## src/rtl/seg_pkg.sv

```systemverilog
// seg_pkg
//   Shared constants for the 7-segment scan controller: blank patterns,
//   the active-low hex glyph table and the scan FSM state encoding.
//   Segment bit order is {g,f,e,d,c,b,a}; a 0 lights the segment.
package seg_pkg;

   localparam logic [6:0] SEG_BLANK = 7'h7F;
   localparam logic [3:0] AN_OFF    = 4'hF;

   // Entry n is the glyph for nibble n (entry 15 listed first).
   // b and d are lower-case so they stay distinct from 8 and 0.
   localparam logic [15:0][6:0] HEX_GLYPH = {
      7'h0E, 7'h06, 7'h21, 7'h46,   // F E d C
      7'h03, 7'h08, 7'h10, 7'h00,   // b A 9 8
      7'h78, 7'h02, 7'h12, 7'h19,   // 7 6 5 4
      7'h30, 7'h24, 7'h79, 7'h40    // 3 2 1 0
   };

   typedef enum logic {
      BLANK = 1'b0,
      SHOW  = 1'b1
   } state_t;

   // Active-low anode pattern selecting digit i.
   function automatic logic [3:0] digit_an(input logic [1:0] i);
      return ~(4'b0001 << i);
   endfunction

endpackage

```

## src/rtl/seg_hex_decode.sv

```systemverilog
// seg_hex_decode
//   Combinational nibble to active-low 7-segment glyph.
//   Ports:
//     nib    in   4  hex digit
//     glyph  out  7  {g,f,e,d,c,b,a}, active-low
module seg_hex_decode
   import seg_pkg::*;
(
   input  logic [3:0] nib,
   output logic [6:0] glyph
);

   assign glyph = HEX_GLYPH[nib];

endmodule

```

## src/rtl/seg_scan_ctrl.sv

```systemverilog
// seg_scan_ctrl
//   Time-multiplexed scan controller for a 4-digit common-anode 7-segment
//   display. Each digit slot is DIV cycles: BLANK_CYC cycles with all anodes
//   off, then the digit is shown. New values arrive through a valid/ready
//   port into a one-deep pending register and are committed only at the
//   frame boundary, so a frame never mixes old and new digits.
//   Ports:
//     clk         in   1   system clock
//     rst_n       in   1   asynchronous active-low reset
//     wr_valid    in   1   new display value offered
//     wr_data     in   16  four nibbles, [3:0] = digit 0 (rightmost)
//     wr_ready    out  1   pending register empty
//     dp_en       in   4   per-digit decimal point enable (sampled at slot start)
//     an          out  4   anode enables, active-low
//     seg         out  7   segments {g,f,e,d,c,b,a}, active-low
//     dp          out  1   decimal point, active-low
//     frame_done  out  1   one-cycle pulse at the end of the digit-3 slot
//   Build option:
//     LZ_BLANK_EN  blank leading-zero digits 3..1 (digit 0 always lit)
//
//   state | meaning
//   ------+--------------------------------------------------------------
//   BLANK | anodes off, waiting for cnt == BLANK_CYC-1 to light digit idx
//   SHOW  | digit idx displayed until cnt == DIV-1, then next slot
module seg_scan_ctrl
   import seg_pkg::*;
#(
   parameter int DIV       = 26244,
   parameter int BLANK_CYC = 64
) (
   input  logic        clk,
   input  logic        rst_n,
   input  logic        wr_valid,
   input  logic [15:0] wr_data,
   output logic        wr_ready,
   input  logic [3:0]  dp_en,
   output logic [3:0]  an,
   output logic [6:0]  seg,
   output logic        dp,
   output logic        frame_done
);

   localparam int CNT_W = (DIV > 2) ? $clog2(DIV) : 1;
   localparam logic [CNT_W-1:0] CNT_SHOW = CNT_W'(BLANK_CYC - 1);
   localparam logic [CNT_W-1:0] CNT_LAST = CNT_W'(DIV - 1);

   state_t           state;
   state_t           state_nxt;
   logic [CNT_W-1:0] cnt;
   logic [1:0]       idx;
   logic [15:0]      active;
   logic [15:0]      pending;
   logic             pend_full;

   logic             slot_start;
   logic             slot_end;
   logic             frame_end;
   logic [3:0]       nib;
   logic [6:0]       glyph;

   logic [3:0]       an_nxt;
   logic [6:0]       seg_nxt;
   logic             dp_nxt;
   logic             frame_done_nxt;

   assign slot_start = (state == BLANK) && (cnt == CNT_SHOW);
   assign slot_end   = (state == SHOW)  && (cnt == CNT_LAST);
   assign frame_end  = slot_end && (idx == 2'd3);

   assign nib = active[{idx, 2'b00} +: 4];

   seg_hex_decode u_dec (
      .nib   (nib),
      .glyph (glyph)
   );

`ifdef LZ_BLANK_EN
   // Digit idx is a leading zero when it and every higher nibble are zero.
   logic lz;
   assign lz = (idx != 2'd0) && ((active >> {idx, 2'b00}) == 16'h0000);
`endif

   // State register
   always_ff @(posedge clk or negedge rst_n) begin
      if (!rst_n) begin
         state <= BLANK;
      end else begin
         state <= state_nxt;
      end
   end

   // Next-state logic
   always_comb begin
      state_nxt = state;
      unique case (state)
         BLANK: if (cnt == CNT_SHOW) state_nxt = SHOW;
         SHOW:  if (cnt == CNT_LAST) state_nxt = BLANK;
         default: state_nxt = BLANK;
      endcase
   end

   // Output logic: next values for the registered display outputs
   always_comb begin
      an_nxt         = an;
      seg_nxt        = seg;
      dp_nxt         = dp;
      frame_done_nxt = 1'b0;
      if (slot_start) begin
         an_nxt  = digit_an(idx);
         seg_nxt = glyph;
         dp_nxt  = ~dp_en[idx];
`ifdef LZ_BLANK_EN
         if (lz) begin
            seg_nxt = SEG_BLANK;
            // Anode stays on only to light a requested decimal point.
            if (!dp_en[idx]) an_nxt = AN_OFF;
         end
`endif
      end else if (slot_end) begin
         an_nxt         = AN_OFF;
         seg_nxt        = SEG_BLANK;
         dp_nxt         = 1'b1;
         frame_done_nxt = (idx == 2'd3);
      end
   end

   always_ff @(posedge clk or negedge rst_n) begin
      if (!rst_n) begin
         an         <= AN_OFF;
         seg        <= SEG_BLANK;
         dp         <= 1'b1;
         frame_done <= 1'b0;
      end else begin
         an         <= an_nxt;
         seg        <= seg_nxt;
         dp         <= dp_nxt;
         frame_done <= frame_done_nxt;
      end
   end

   // Slot counter and digit index
   always_ff @(posedge clk or negedge rst_n) begin
      if (!rst_n) begin
         cnt <= '0;
         idx <= 2'd0;
      end else if (slot_end) begin
         cnt <= '0;
         idx <= idx + 2'd1;
      end else begin
         cnt <= cnt + 1'b1;
      end
   end

   // Pending/active registers. Commit needs a full pending register and
   // accept needs an empty one, so the two branches never compete.
   always_ff @(posedge clk or negedge rst_n) begin
      if (!rst_n) begin
         active    <= 16'h0000;
         pending   <= 16'h0000;
         pend_full <= 1'b0;
      end else if (frame_end && pend_full) begin
         active    <= pending;
         pend_full <= 1'b0;
      end else if (wr_valid && !pend_full) begin
         pending   <= wr_data;
         pend_full <= 1'b1;
      end
   end

   assign wr_ready = ~pend_full;

endmodule

```

## config.mk

```make
export PLATFORM = sky130hd
export DESIGN_NAME = seg_scan_ctrl
export DESIGN_NICKNAME = d
export VERILOG_FILES = /design/src/rtl/seg_pkg.sv /design/src/rtl/seg_hex_decode.sv /design/src/rtl/seg_scan_ctrl.sv
export SDC_FILE = /design/constraint.sdc
export NUM_CORES = 1
export LEC_CHECK = 0
export BUFFER_PORTS_ARGS = -buffer_cell sky130_fd_sc_hd__clkbuf_2
export CORE_ASPECT_RATIO = 0.7
export CORE_MARGIN = 2
export CORE_UTILIZATION = 35
export CTS_CLUSTER_DIAMETER = 30
export DETAILED_ROUTE_END_ITERATION = 6
export GPL_ROUTABILITY_DRIVEN = 0
export SYNTH_ARGS = -nofsm -noshare
export SYNTH_HDL_FRONTEND = slang
export SYNTH_SLANG_ARGS = --single-unit
```

## constraint.sdc

```tcl
create_clock -name clk -period 3.9 [get_ports clk]
set_input_delay 0.585 -clock clk [delete_from_list [all_inputs] [get_ports clk]]
set_output_delay 0.585 -clock clk [all_outputs]
set_load 0.02 [all_outputs]
```

# Word-level counts from Yosys, hierarchy flattened
# Memory sizes are Yosys's and may differ from the RTL's.
# Cells that the tools add are included.
[classes]
n_addsub = 2
magnitude_cmp = 2
eq_ne = 3
n_shift = 2
muxes = 17
n_bitwise = 5
n_reduce_logical = 9
[op_table]
columns = ["op", "count"]
rows = [
  ["two-way mux 7 bit", 3],
  ["indexed part select 16 x 5 -> 4 bit", 1],
  ["adder 15 x 1 -> 15 bit, second input constant", 1],
  ["equality test 15 bit, second input constant", 1],
  ["equality test 15 x 6 -> 1 bit, second input constant", 1],
  ["two-way mux 15 bit", 1],
  ["two-way mux 1 bit", 9],
  ["two-way mux 4 bit", 2],
  ["logical AND 1 bit", 5],
  ["less-than comparator 4 x 5 -> 1 bit, second input constant", 1],
  ["inverter 1 bit", 4],
  ["inverter 4 bit", 1],
  ["nonzero test 2 bit", 2],
  ["left shift 1 x 2 -> 4 bit, first input constant", 1],
  ["less-than comparator 2 x 3 -> 1 bit, second input constant", 1],
  ["adder 2 x 1 -> 2 bit, second input constant", 1],
  ["binary-select mux 1 bit (select 2 bit)", 1],
  ["equality test 2 bit, second input constant", 1],
  ["case mux 1 bit (2 select lines)", 1],
  ["AND reduction 2 bit", 1],
  ["zero test 1 bit", 1],
]
[word_totals]
ff_bits = 64
mem_bits_ro = 112
input_bits = 23
wordCells = 51
mem_count = 1
[memory_table]
columns = ["memory", "depth", "width", "rd", "rd_clocked_by_memory_dff", "write_ports", "line", "text"]
rows = [
  ["(name not given)", 16, 7, 1, 0, 0, "seg_hex_decode.sv:13", "assign glyph = HEX_GLYPH[nib];"],
]

# Depth between registers and ports, before layout
# Gate-level depths: netlist (run 1).
[logic_depth]
depth_word = 6
depth_mapped = 9
ltp_nobuf = 7

# Modules after synthesis
# A second synthesis (run 1) with hierarchy kept.
[unflattened]
hier_cells = 233
hier_area_um2 = 3099.2
[by_module_without_submodules]
columns = ["module", "instances", "cells_each", "area_each_um2", "seq_area_each_um2"]
rows = [
  ["seg_scan_ctrl", 1, 201, 2824.0, 1616.6],
  ["seg_hex_decode", 1, 32, 275.3, 0.0],
]

# Least setup slack after synthesis (run 1)
# No wires, ideal clock.
[synth_path]
kind = "register to register"
startpoint = "reg cnt[0]"
endpoint = "reg active[10]"
arrival_ns = 1.933
t_required_ns = 3.775
slack_ns = 1.842
stages_incl_launch_ff = 8
cell_sequence = "dfrtp_1 > ha_1 > buf_2 > nor4b_1 > nand2_1 > nor3_4 > buf_8 > mux2_2"
[synth_between]
elab_chain_len = 4
[synth_rtl]
columns = ["item", "line", "text"]
rows = [
  ["start: declaration", "seg_scan_ctrl.sv:49", "logic [CNT_W-1:0] cnt;"],
  ["start signal: assignment", "seg_scan_ctrl.sv:150", "cnt <= cnt + 1'b1;"],
  ["equality test 15 bit", "seg_scan_ctrl.sv:67", "assign slot_end = (state == SHOW) && (cnt == CNT_LAST);"],
  ["logical AND 1 bit", "seg_scan_ctrl.sv:67", ""],
  ["logical AND 1 bit", "seg_scan_ctrl.sv:68", "assign frame_end = slot_end && (idx == 2'd3);"],
  ["logical AND 1 bit", "seg_scan_ctrl.sv:161", "end else if (frame_end && pend_full) begin"],
  ["end signal: assignment", "seg_scan_ctrl.sv:162", "active <= pending;"],
  ["end: declaration", "seg_scan_ctrl.sv:51", "logic [15:0] active;"],
]
# No other way between the ends.
# A chain may end at the register's enable or synchronous reset.

# Final worst setup path (run 1)
[layout_path]
startpoint = "reg cnt[0]"
endpoint = "reg active[2]"
# Same word-level chain as after synthesis.

==> results of run 1 <==
-- synthesized netlist by cell type, types with 2 or more instances --
library cell,number
o21ai_0,10
ha_1,11
dfrtp_1,52
mux4_2,5
clkbuf_1,3
mux2i_1,6
mux2_2,35
nand3_1,10
nand4_1,2
a21oi_1,11
dfstp_2,12
xnor2_1,11
buf_4,3
nor2_1,15
a31oi_1,3
nor3_1,11
inv_1,8
nor2b_1,3
nor4_1,3
xor2_1,7
buf_2,4
nand2_1,15
-- power groups by stage --
stage / Combinational (mW) / Sequential [mW] / Clock, mW
after global placement: 0.0430 / 0.705 / 0
after global routing: 0.0493 / 0.697 / 0.836
after floorplan: 0.0177 / 0.701 / 0
final: 0.0428 / 0.695 / 0.778
after CTS: 0.0447 / 0.695 / 0.801
after detailed placement: 0.0444 / 0.706 / 0
-- cells in the final DEF (no fill, tap or decap), types with 2 or more instances in the layout --
cell type  netlist  routed
nor2_1          15      15
xor2_1           7       7
nor3_1          11      11
inv_1            8       8
o21ai_0         10      10
nand4_1          2       2
a21oi_1         11      11
mux2_2          35      35
dfrtp_1         52      52
clkinv_2         0       3
dfstp_2         12      12
mux2i_1          6       6
buf_4            3       3
clkbuf_2         0      36
nor2b_1          3       3
nand3_1         10      10
nor4_1           3       3
a31oi_1          3       3
nand2_1         15      15
xnor2_1         11      11
mux4_2           5       5
ha_1            11      11
clkbuf_16        0       9
-- critical path, cell delays in order (launching register included) --
cell,delay (ns)
dfrtp_1,0.41
ha_1,0.31
nor4b_1,0.38
nand2_1,0.15
nor3_4,0.70
mux2_2,0.42
-- sequential cells by signal, summed over array words and instances, names as in the netlist --
signal      cells
active         16
an              4
cnt            15
dp              1
frame_done      1
idx             2
pend_full       1
pending        16
seg             7
state           1
-- stage by stage --
step / power [mW] / utilization / instances / hold slack, ns
floorplan: 0.7192 / - / 259 / 0.2894
global placement: 0.7482 / 0.3987 / 407 / 0.4861
detailed placement: 0.7503 / 0.3987 / 407 / 0.4947
CTS: 1.541 / 0.4322 / 422 / 0.3080
global route: 1.582 / 0.4322 / 422 / 0.3436
finish: 1.516 / 0.4322 / 422 / 0.2931
-- area by class of cell --
class	instances	area (sq um)	share of cell area
clock inverters	4	45.04	0.01214
clock buffers	11	242.7	0.06543
repair buffers	39	202.7	0.05464
flip-flops and latches	64	1617	0.4358
well taps	120	150.1	0.04047
multi-input cells	175	1419	0.3825
inverters	9	33.78	0.009106
-- worst paths after layout --
path | cells after the start | endpoint | slack (ns)
min in group clk | 2 | pending[7] | 0.48
hold reg to reg | 1 | pending[12] | 0.50
max in group asynchronous | 2 | seg[1] | 2.64
setup / recovery | 5 | active[2] | 1.41
hold / removal | 1 | pending[1] | 0.29
setup reg to reg | 5 | active[2] | 1.41
-- cells by family after synthesis --
logic type / count (synthesis) / share of synthesized area
and+or+nand+nor: 70 / 0.1204
DFF: 64 / 0.5152
muxes: 47 / 0.1850
AOI/OAI and AO/OA: 29 / 0.05264
buffers and inverters: 20 / 0.03269
xor gates and xnor gates: 18 / 0.05024
adders and majority gates: 11 / 0.04386
-- metal layers --
layer / wire, um / vias up
met5: 0 / -
met4: 121 / 0
met3: 282 / 13
met2: 2700 / 41
met1: 3174 / 1037
li1: - / 993
==> results.toml, run 1 <==
[cts]
cts_tree = "built"
cts_num_sinks = 64
clk_pin_slew_ns = 0.05
cts_made_buffers = 9
cts_max_level = 3
cts_buffer_depth = 2
postCtsResizedCells = 0
post_cts_buffers = 0
hold_buffers = 0
clkLatencyLatePin_ns = 0.33
cts_root_buffer = "clkbuf_16"

[power]
p_per_area_mw_per_mm2 = 408.6
ir_drop_uv = 232.0
swShare = 0.2003
seqPwrFrac = 0.458
p_leak_nw = 1.686
pwr-share-comb = 0.028
clkPwrFrac = 0.514
p_int_mw = 1.212
switchingPower_uw = 303.6

[synth]
yosysWarnings = 0
syn_avg_cell_area_sq_um = 12.12
synth_area_sq_mm = 0.003138
synth_edf_count = 0
synth_top_area_share = 0.4147
ys.flop_type = "dfrtp_1"
yosysTopAreaCell = "dfrtp_1"
async_flop_share = 1.000
synth_nets = 293
ys_types = 41
syn_inst = 259
synth_area_leaders = "dfrtp_1 (41%), mux2_2 (13%), dfstp_2 (10%), ha_1 (4.4%), mux4_2 (3.6%)"
ys_seq_area_frac = 0.5152
ys_ff_latch = 64

[die]
die_h_um = 83.22
pin_count = 37
core_area_sq_mm = 0.008583
initial_utilization = 0.3656
dieArea_sq_mm = 0.009751
rows = 28
fp.dieW_um = 117.2

[status]
outcome = "completed"

[routing]
avgRoutedWirePerCell_um = 14.88
firstDrtPassIters = 4
drt_iter0_markers = 101
vias = 2084
vias_per_cell = 4.938
ant_nets = 0
drt-total-wl_um = 6279
drc = 0

[timing]
timing.final.ws_setup_ns = 1.407
fin_crit_ns = 2.493
finalHoldViolations = 0
max_slew_margin = 0.4683
post-route-period-util = 0.6392
fmax_mhz = 401.2
skew_ns = 0.004349
rsz0062_at_grt = "no"
worst_pin_slew_ns = 0.7950
fin_tns_setup_ns = 0
slew_viol_final = 0
setup_violations = 0

[place]
pre_cts_ws_ns = 1.424
port_buffers = 36
dpl.hpwl_um = 4441
dpl-instance-area_sq_mm = 0.003422

[min_path]
min_path_type = "in2async"

[worst_setup_path]
cp_max_fo = 17
r2r_start = "cnt[0]"
crit_path_start = "cnt[0]"
startpoint_type = "flip-flop"
critPathRequiredTime_ns = 4.11
arrival_ns = 2.70
endpoint_kind = "flip-flop"
path_class = "reg2reg"

[grt]
first_global_vias = 2109
antenna_found_initial = 0
busiest_layer = "met1"
grt_use_met3 = 0.04599
grt_pass1_wl_um = 10850
grt_use_total = 0.1467
grt_max_degree = 39
met2_usage = 0.2038
gr-total-overflow = 0
met1_usage = 0.2095

[finish]
fillCellCount = 822
area_growth_pct = 18.22
nets = 332
stdcell_area_sq_mm = 0.003710
num_antenna_cells = 0
drive_gt1_frac = 0.3709

[run]
drv_cap = 0
Power figures use the tool's default switching activity.
==> run 2, diff against run 1 <==
Clock period 3.9 ns to 2.18 ns, I/O delays scaled along.
==> results.toml, run 2 (synthesis results as in run 1) <==
[die]
fp.dieW_um = 117.2
die_h_um = 83.22
rows = 28
dieArea_sq_mm = 0.009751
initial_utilization = 0.3656
core_area_sq_mm = 0.008583
pin_count = 37

[worst_setup_path]
slowest_stage = "mux4_2"
endpoint_kind = "flip-flop"
max_stage_delay_ns = 0.60
cp_max_fo = 7
crit_chain = "mux4_2 -> inv_1 -> ha_1 -> nor2b_1 -> o21bai_1 -> mux2i_1 -> a21oi_1"
arrival_ns = 2.26
critPathRequiredTime_ns = 2.43
startpoint_type = "flip-flop"
path_class = "reg2reg"

[power]
clkPwrFrac = 0.517
swShare = 0.2034
p_leak_nw = 1.734
p_int_mw = 2.182
p_per_area_mw_per_mm2 = 719.3
seqPwrFrac = 0.454
switchingPower_uw = 556.9
ir_drop_uv = 304.4
pwr-share-comb = 0.029

[timing]
fmax_mhz = 497.5
timing.final.ws_setup_ns = 0.1700
setup_violations = 0
finalHoldViolations = 0
slew_viol_final = 0
skew_ns = 0.006606
rsz0062_at_grt = "no"
worst_pin_slew_ns = 0.3922
max_slew_margin = 0.7348
fin_tns_setup_ns = 0
hold_slack_ns = 0.006409
post-route-period-util = 0.9220
fin_crit_ns = 2.010

[place]
pre_cts_ws_ns = 0.09767
port_buffers = 36
dpl.hpwl_um = 4677
dpl-instance-area_sq_mm = 0.003507

[cts]
postCtsResizedCells = 0
hold_buffers = 0
cts_num_sinks = 64
clkLatencyLatePin_ns = 0.33
cts_root_buffer = "clkbuf_16"
clk_pin_slew_ns = 0.06
cts_made_buffers = 9
cts_tree = "built"
cts_buffer_depth = 2
cts_max_level = 3
post_cts_buffers = 0

[finish]
fin_util = 0.4436
stdcell_area_sq_mm = 0.003807
num_antenna_cells = 0
fillCellCount = 813
multi_input_area_sq_mm = 0.001419
area_growth_pct = 21.33
final_cell_mix = "dfrtp_1 (51), clkbuf_2 (36), mux2_2 (35), nor2_1 (15), nand2_1 (15)"
ff_latch_area_sq_mm = 0.001618
layout_commonest_cell = "dfrtp_1"
nets = 340
drive_gt1_frac = 0.3923
reg.largest.list = "active: 16 flops, pending: 16 flops, cnt: 15 flops"

[grt]
antenna_found_initial = 0
grt_pass1_wl_um = 10920
first_global_vias = 2124
gr-total-overflow = 0
grt_max_degree = 65
grt_use_total = 0.1464

[status]
outcome = "completed"

[routing]
drt_iter0_markers = 101
avgRoutedWirePerCell_um = 14.88
ant_nets = 0
drc = 0
firstDrtPassIters = 4
drt-total-wl_um = 6412
vias = 2096
vias_per_cell = 4.863

[min_path]
min_path_type = "in2async"

[run]
drv_cap = 0
[run 2: layer usage]
metal	track usage	vias up	wire, um
met1	0.2203	1041	3265
met5	0	-	0
met2	0.1991	39	2772
met4	0.05455	0	77
met3	0.03869	7	296
li1	-	1009	-
[run 2: layout make-up]
cell class | instances | share of cell area
multi-input combinational | 175 | 0.3727
sequential | 64 | 0.4249
clock buffer | 11 | 0.06375
timing repair buffer | 47 | 0.07558
inverter | 9 | 0.008873
clock inverter | 5 | 0.01479
tap | 120 | 0.03943
[run 2: final timing paths]
| check | slack [ns] | depth (start not counted) | startpoint | to |
|---|---|---|---|---|
| setup / recovery | 0.17 | 7 | idx[0] | seg[3] |
| hold / removal | 0.006 | 2 | rst_n | pending[1] |
| setup reg to reg | 0.17 | 7 | idx[0] | seg[3] |
| hold reg to reg | 0.50 | 1 | active[12] | active[12] |
| max in group asynchronous | 1.84 | 2 | rst_n | seg[5] |
| min in group clk | 0.23 | 2 | wr_data[2] | pending[2] |
[run 2: power by group through the flow]
stage          Combinational, mW  Sequential [mW]  Clock, mW
2_1_floorplan             0.0317             1.25          0
3_3_place_gp              0.0795             1.26          0
3_5_place_dp              0.0832             1.26          0
4_1_cts                   0.0836             1.24       1.46
5_1_grt                   0.0915             1.25       1.51
6_report                  0.0799             1.24       1.41
[run 2: critical path: cells and delay by family, from the launching register on]
family	cells	cell delay (ns)
adders and majority gates	1	0.23
AOI/OAI and AO/OA	2	0.26
DFF	1	0.45
buffers and inverters	1	0.13
muxes	2	0.68
and+or+nand+nor	1	0.18
[run 2: stage by stage]
| step | std cells | total power [mW] |
|---|---|---|
| after detailed placement | 415 | 1.347 |
| after global routing | 431 | 2.853 |
| after CTS | 431 | 2.784 |
| final | 431 | 2.739 |
| after floorplan | 259 | 1.287 |
| after global placement | 415 | 1.342 |
==> run 3, diff against run 2 <==
Settings changed: CAP_MARGIN from default to 30, CORE_ASPECT_RATIO 0.7 to 0.5.
==> results.toml, run 3 (synthesis results as in run 1) <==
[timing]
max_slew_margin = 0.7612
fmax_mhz = 490.5
setup_violations = 0
finalHoldViolations = 2
hold_slack_ns = -0.00009259
fin_tns_setup_ns = 0
fin_crit_ns = 2.039
slew_viol_final = 0
worst_pin_slew_ns = 0.3556
post-route-period-util = 0.9351
skew_ns = 0.006211
rsz0062_at_grt = "no"

[power]
ir_drop_uv = 341.3
p_leak_nw = 1.753
pwr-share-comb = 0.027
clkPwrFrac = 0.553
switchingPower_uw = 572.4
p_int_mw = 2.385
p_per_area_mw_per_mm2 = 767.4
seqPwrFrac = 0.420
swShare = 0.1935

[die]
core_area_sq_mm = 0.008708
fp.dieW_um = 137.9
pin_count = 37
die_h_um = 70.96
initial_utilization = 0.3603
dieArea_sq_mm = 0.009785
rows = 24

[status]
violations = "hold timing"
outcome = "complete, but fails checks"

[routing]
drc = 0
vias = 2087
firstDrtPassIters = 4
drt-total-wl_um = 6155
vias_per_cell = 4.888
avgRoutedWirePerCell_um = 14.41
ant_nets = 0
drt_iter0_markers = 148

[cts]
cts_made_buffers = 9
cts_tree = "built"
cts_root_buffer = "clkbuf_16"
cts_num_sinks = 64
clk_pin_slew_ns = 0.05
cts_buffer_depth = 2
cts_max_level = 3
clkLatencyLatePin_ns = 0.33
post_cts_buffers = 0
postCtsResizedCells = 0
hold_buffers = 0

[place]
dpl-instance-area_sq_mm = 0.003508
port_buffers = 36
dpl.hpwl_um = 4476

[worst_setup_path]
rr_worst_depth = 7
slowest_stage = "mux4_2"
r2r_start = "idx[0]"
cp_max_fo = 6
path_class = "reg2reg"
rr_endpoint = "seg[3]"
startpoint_type = "flip-flop"
endpoint_kind = "flip-flop"
max_stage_delay_ns = 0.62
critPathRequiredTime_ns = 2.44
r2r_slack_ns = 0.14
arrival_ns = 2.30
crit_chain = "mux4_2 -> inv_1 -> ha_1 -> nor2b_1 -> o21bai_1 -> mux2i_1 -> a21oi_1"

[grt]
first_global_vias = 2201
gr-total-overflow = 0
grt_use_total = 0.1440
grt_pass1_wl_um = 10880
grt_max_degree = 65
antenna_found_initial = 0

[finish]
stdcell_area_sq_mm = 0.003854
layout_commonest_cell = "dfrtp_1"
final_cell_mix = "dfrtp_1 (52), clkbuf_2 (36), mux2_2 (35), nor2_1 (15), nand2_1 (15)"
ff_latch_area_sq_mm = 0.001617
num_antenna_cells = 0
reg.largest.list = "active: 16 flops, pending: 16 flops, cnt: 15 flops"
fillCellCount = 820
drive_gt1_frac = 0.3903
multi_input_area_sq_mm = 0.001419
area_growth_pct = 22.81
nets = 339

[run]
drv_cap = 0

[min_path]
min_path_type = "in2async"
==> run 3: cell types whose count changed in the layout (fill, tap and decap cells not counted) <==
cell | before | now
buf_4 | 9 | 7
dfrtp_1 | 51 | 52
bufinv_16 | 1 | 3
clkinv_4 | 1 | 2
clkbuf_1 | 1 | 0
clkinv_2 | 2 | 1
clkbuf_8 | 1 | 0
dfrtp_2 | 1 | 0
buf_12 | 2 | 3
==> run 3: layout make-up <==
type,count,area share
Sequential cell,64,0.4195
Multi-Input combinational cell,175,0.3682
Timing Repair Buffer,46,0.07597
Clock buffer,9,0.05844
Tap cell,117,0.03799
Clock inverter,7,0.03117
Inverter,9,0.008766
==> run 3: power by group through the flow <==
stage          sequential (mW)  clock, mW  combinational [mW]
2_1_floorplan             1.25          0              0.0317
3_3_place_gp              1.26          0              0.0784
3_5_place_dp              1.26          0              0.0816
4_1_cts                   1.24       1.67              0.0824
5_1_grt                   1.25       1.73              0.0902
6_report                  1.24       1.64              0.0789
==> run 3: worst max-delay path, delay by kind of cell (launching register included) <==
kind | cells | cell delay [ns]
flip-flops | 1 | 0.43
AO/OA/AOI/OAI | 2 | 0.27
buffers and inverters | 1 | 0.14
adder cells (fa/ha/maj) | 1 | 0.22
multiplexers | 2 | 0.71
AND/OR/NAND/NOR | 1 | 0.19
==> run 3: per-layer routing <==
| metal | up-vias | GRT usage | wire (um) |
|---|---|---|---|
| met5 | - | 0 | 0 |
| met4 | 0 | 0.04989 | 95 |
| met3 | 10 | 0.04516 | 177 |
| met2 | 26 | 0.2316 | 3076 |
| met1 | 1047 | 0.1855 | 2805 |
| li1 | 1004 | - | - |
==> run 3: worst max-delay path by stage <==
stage	startpoint	end	slack, ns	depth (start not counted)
floorplan	cnt[0]	active[10]	0.12	7
global placement	idx[0]	seg[3]	0.20	7
detailed placement	idx[0]	seg[3]	0.13	7
CTS	idx[0]	seg[3]	0.11	7
global route	idx[0]	seg[3]	0.02	7
finish	idx[0]	seg[3]	0.14	7
==> run 3: through the flow <==
step / util / power [mW] / std cells / setup slack, ns
detailed placement: 0.4029 / 1.346 / 411 / 0.1268
global route: 0.4425 / 3.072 / 427 / 0.01501
CTS: 0.4425 / 2.993 / 427 / 0.1105
global placement: 0.4029 / 1.341 / 411 / 0.1955
floorplan: - / 1.287 / 259 / 0.1224
finish: 0.4425 / 2.957 / 427 / 0.1415
